--- src/rtl/program_loader.sv ---
// program_loader: byte-stream loader that writes 16-bit instructions into program memory and gates the CPU reset.
// Latency: hi byte accepted at edge k -> write strobe in cycle k+1; checksum accepted at edge k -> done/error in cycle k+1.
// Backpressure: byteReady is low in IDLE, WRITE, DONE and ERR, so at most 2 bytes are taken every 3 cycles.
//
// Ports:
//   clock, reset          system clock, synchronous active-low reset
//   start                 level request to begin a load (seen only in IDLE/DONE/ERR)
//   byteIn/Valid/Ready    stream input handshake; a byte moves when byteValid && byteReady at a rising edge
//   memWriteEnable        one-cycle write strobe, with memAddress/memData valid in the same cycle
//   cpuReset              active-low reset to the mini computer, released only in DONE
//   busy/done/error       session status levels
//
// Frame: N, then N+1 words sent lo byte then hi byte, then an XOR checksum over N and every data byte.

module program_loader #(
  parameter int ADDR_WIDTH = 8,
  parameter int DATA_WIDTH = 16
) (
  input  logic                  clock,
  input  logic                  reset,
  input  logic                  start,
  input  logic [7:0]            byteIn,
  input  logic                  byteValid,
  output logic                  byteReady,
  output logic                  memWriteEnable,
  output logic [ADDR_WIDTH-1:0] memAddress,
  output logic [DATA_WIDTH-1:0] memData,
  output logic                  cpuReset,
  output logic                  busy,
  output logic                  done,
  output logic                  error
);

  // One extra bit so that N=0xFF can count through all 256 words without wrapping.
  localparam int CNT_WIDTH = ADDR_WIDTH + 1;

  typedef enum logic [2:0] {
    S_IDLE,
    S_LEN,
    S_LO,
    S_HI,
    S_WRITE,
    S_CHK,
    S_DONE,
    S_ERR
  } state_t;

  state_t               state;
  logic [7:0]           frame_len;
  logic [CNT_WIDTH-1:0] word_count;
  logic [7:0]           low_byte;
  logic [7:0]           checksum;
  logic                 accept;

  // Ready depends on the state register alone, never on byteValid or start.
  assign byteReady = (state == S_LEN) || (state == S_LO) ||
                     (state == S_HI)  || (state == S_CHK);

  assign accept = byteValid && byteReady;

  always_ff @(posedge clock) begin
    if (!reset) begin
      state          <= S_IDLE;
      frame_len      <= 8'h00;
      word_count     <= '0;
      low_byte       <= 8'h00;
      checksum       <= 8'h00;
      memWriteEnable <= 1'b0;
      memAddress     <= '0;
      memData        <= '0;
      cpuReset       <= 1'b0;
      busy           <= 1'b0;
      done           <= 1'b0;
      error          <= 1'b0;
    end else begin
      // The write strobe is only ever raised for the single WRITE cycle.
      memWriteEnable <= 1'b0;

      case (state)
        S_IDLE: begin
          if (start) begin
            state    <= S_LEN;
            busy     <= 1'b1;
            checksum <= 8'h00;
          end
        end

        S_LEN: begin
          if (accept) begin
            frame_len  <= byteIn;
            checksum   <= byteIn;  // checksum was cleared entering LEN
            word_count <= '0;
            memAddress <= '0;
            state      <= S_LO;
          end
        end

        S_LO: begin
          if (accept) begin
            low_byte <= byteIn;
            checksum <= checksum ^ byteIn;
            state    <= S_HI;
          end
        end

        S_HI: begin
          if (accept) begin
            memData        <= DATA_WIDTH'({byteIn, low_byte});
            memAddress     <= word_count[ADDR_WIDTH-1:0];
            memWriteEnable <= 1'b1;
            checksum       <= checksum ^ byteIn;
            state          <= S_WRITE;
          end
        end

        S_WRITE: begin
          if (word_count == CNT_WIDTH'(frame_len)) begin
            state <= S_CHK;
          end else begin
            word_count <= word_count + 1'b1;
            state      <= S_LO;
          end
        end

        S_CHK: begin
          if (accept) begin
            busy <= 1'b0;
            if (byteIn == checksum) begin
              done     <= 1'b1;
              cpuReset <= 1'b1;
              state    <= S_DONE;
            end else begin
              error <= 1'b1;
              state <= S_ERR;
            end
          end
        end

        S_DONE, S_ERR: begin
          // A new session clears the previous result and re-holds the CPU on the same edge.
          if (start) begin
            done     <= 1'b0;
            error    <= 1'b0;
            cpuReset <= 1'b0;
            busy     <= 1'b1;
            checksum <= 8'h00;
            state    <= S_LEN;
          end
        end

        default: begin
          state <= S_IDLE;
        end
      endcase
    end
  end

endmodule

--- config.mk ---
export PLATFORM = sky130hd
export DESIGN_NAME = program_loader
export DESIGN_NICKNAME = d
export VERILOG_FILES = /design/src/rtl/program_loader.sv
export SDC_FILE = /design/constraint.sdc
export NUM_CORES = 1
export LEC_CHECK = 0
export ABC_AREA = 1
export CORE_MARGIN = 1.5
export CORE_UTILIZATION = 40
export DETAILED_ROUTE_END_ITERATION = 10
export HOLD_SLACK_MARGIN = 0.1
export PLACE_DENSITY = 0.68
export RECOVER_POWER = 50
export SYNTH_ARGS = -nofsm -noshare
export SYNTH_HDL_FRONTEND = slang
export SYNTH_SLANG_ARGS = --single-unit
--- constraint.sdc ---
create_clock -name clock -period 2.03 [get_ports clock]
set_clock_uncertainty 0.1 [all_clocks]
set_input_delay 0.406 -clock clock [delete_from_list [all_inputs] [get_ports clock]]
set_output_delay 0.406 -clock clock [all_outputs]
set_load 0.005 [all_outputs]
==> impl_metrics.csv <==
group,metric,value,unit
timing,relSlewSlack,66.05,%
synthesis,synthesis.area,2882,µm²
cells_and_area,layout_commonest_cell,"nand2_1",
critical_path,crit_top_cell,"nor2_1",
synthesis,syn_area_per_cell,7.313,µm²
timing,finalWorstSetupSlack,0.09757,ns
routing,drtAntennaViolNets,0,
place,pre_cts_ws,0.08485,ns
place,dpl_cell_area,3487,µm²
synthesis,yosys_most_used_dff,"dfxtp_1",
critical_path,r2r_start,"state[1]",
cts,cts_tree,"yes",
critical_path,cp-start-kind,"register",
floorplanning,die_h,87.88,µm
timing,finalSetupViolCount,0,
status,run_status,"finished, final reports clean",
timing,min_period_over_period,95.19,%
pwr,p_per_area,1102,nW/µm²
critical_path,worst_path_max_delay_cell,"clkdlybuf4s50_1",
routing,vias,2758,
global_route,overflow,0,
timing,rsz0062_at_grt,"false",
routing,dr_wl_met2,3188,µm
global_route,track_usage,19.20,%
min_path,hold_depth,2,
synthesis,ys_warn_count,0,
place,dpl.cell_count,535,
critical_path,crit_family,"buffers and inverters",
cells_and_area,area_growth,26.79,%
cells_and_area,final_nets,463,
cts,cts_buffers,9,
synthesis,synth_area_leaders,"dfxtp_1, nand2_1, a21oi_1",
flow_run,maxCapViolCount,0,
critical_path,crit_path_end_kind,"output port",
cts,clk_latency,0.34,ns
pwr,power,4.026,mW
cells_and_area,drive_above_1_share,10.99,%
timing,hold_viol,0,
synthesis,syn-instance-count,394,
routing,viasPerCell,5.005,
min_path,hold_path_end,"memAddress[1]",
place,gp_congestion,0.9165,
synthesis,syn_nets,407,
global_route,grt_pass1_vias,2545,
global_route,grt_max_degree,53,
timing,worstMarginPinSlew,0.5092,ns
critical_path,worstSetupPathType,"reg -> out",
cts,postCtsSetupBuffers,0,
cts,cts.sinks,64,
routing,drt_iter0_drc,149,
cts,clkTransAtPathRegs,0.07,ns
critical_path,slowest_delay,0.50,ns
min_path,worstHoldStart,"memAddress[1]",
synthesis,synth_edf_count,0,
cells_and_area,antenna_cells,0,
cells_and_area,final_cell_mix,"nand2_1, dfxtp_1, inv_1",
critical_path,cp_data_required_time,1.52,ns
cts,ctsRootBufferMaster,"clkbuf_8",
routing,routed_wl,6930,µm
routing,m1WireLength,3242,µm
floorplanning,core_area,6869,µm²
synthesis,ys_types,30,
floorplanning,die_area,7722,µm²
floorplanning,die_x,87.88,µm
critical_path,critPathMaxFanout,7,
routing,drc_errors,0,
cts,ctsResizeCount,3,
critical_path,rrSetupSlack,0.18,ns
place,dp.final_hpwl,5054,µm
cells_and_area,final_area,3654,µm²
critical_path,path_cells,"nor2_1, nor2_1, clkdlybuf4s50_1",
cells_and_area,layout.cells.non_filler,551,
critical_path,reg2reg_to,"memData[13]",
synthesis,synth_top_area_share,44.46,%
global_route,antenna_found_initial,0,
cts,htreeDepth,3,
cts,cts_buffer_depth,2,
timing,finalSetupTns,0,ns
place,io_buffer_count,41,
pwr,p_leak,1.556,nW
critical_path,cp_num_buf_inv,1,
cells_and_area,multiInputGateArea,1300,µm²
floorplanning,ios,42,
routing,firstDrtPassIters,5,
cts,holdBufCountCts,0,
critical_path,reg2regPathDepth,10,
global_route,grt_pass1_wl,11450,µm
cells_and_area,fillCellCount,684,
routing,wl_met3,368,µm
synthesis,ys_ff_latch,64,
timing,fmax,517.5,MHz
timing,slew_viol_final,0,
synthesis,ys_async_sr_fraction,0,%
synthesis,ys_seq_area_share,44.46,%
timing,min_period,1.932,ns
routing,top_layer,"met4",
synthesis,synth_top_area_cell,"dfxtp_1",
min_path,hold_class,"reg -> reg",
floorplanning,initial_utilization,41.95,%
critical_path,arrival,1.43,ns
cells_and_area,seq_area,1285,µm²
floorplanning,fp-row-count,30,
routing,wl_per_cell,12.58,µm
pwr,vdd_drop_max,415.3,µV
[flip-flops by register name, indices dropped and copies added, names as in the netlist, 3 cells and up]
signal / flops
memAddress: 8
state: 3
word_count: 9
memData: 16
checksum: 8
frame_len: 8
low_byte: 8
[worst max path at each step]
stage               slack, ns  cells past startpoint      start     endpoint
finish                    0.1                      3   state[1]    byteReady
global route             0.04                      3   state[1]    byteReady
CTS                      0.08                      3   state[0]    byteReady
detailed placement       0.08                      7  byteValid     state[1]
global placement         0.09                      7  byteValid     state[1]
floorplan                0.49                      8   state[2]  checksum[5]
[metal layers]
metal	vias to the layer above	global-route usage, %
met5	-	0
met4	0	9.668
met3	12	3.487
met2	99	30.74
met1	1256	24.80
li1	1391	-
[power breakdown]
group          switching [mW]  internal (mW)
sequential              0.137           1.46
clock                   0.507          0.630
combinational           0.788          0.502
[cells in the mapped netlist, types with 2 or more instances]
master    number
inv_2          5
nor2_4         3
o21ai_0       37
o211ai_1       2
o22ai_1       16
nor2_1        37
inv_1         46
buf_4          3
nand2_1       83
a21oi_2        2
buf_6          3
clkbuf_1       7
o21ai_4        2
nand3_1       11
xor2_1         3
o21ai_1        9
nand4_1        3
nor3_1         2
a21oi_1       45
dfxtp_1       64
nand2_2        2
[cell type report]
class | count | area share (%)
multi-input cells | 264 | 35.58
inverters | 52 | 5.342
clock buffers | 11 | 4.144
flip-flops and latches | 64 | 35.17
well taps | 96 | 3.288
repair buffers | 59 | 14.97
clock inverters | 5 | 1.507
[per-stage QoR]
stage          hold WS (ns)  util, %
4_1_cts              0.3681    53.83
3_3_place_gp         0.3504    50.77
2_1_floorplan        0.3436        -
6_report             0.3618    53.19
3_5_place_dp         0.3583    50.77
5_1_grt              0.3883    53.19
[cell families after synthesis]
logic type,after synthesis,share of synthesized area [%]
XOR/XNOR,4,1.216
AND/OR/NAND/NOR,144,21.36
AO/OA/AOI/OAI,115,22.28
buffers and inverters,66,10.25
adder cells (fa/ha/maj),1,0.4341
flip-flops,64,44.46
[worst min-delay path: cells and delay by family (launching register included)]
kind,cells,cell delay [ns]
flops,1,0.31
simple gates,1,0.05
compound gates,1,0.06
(Power assumes the default switching activity.)
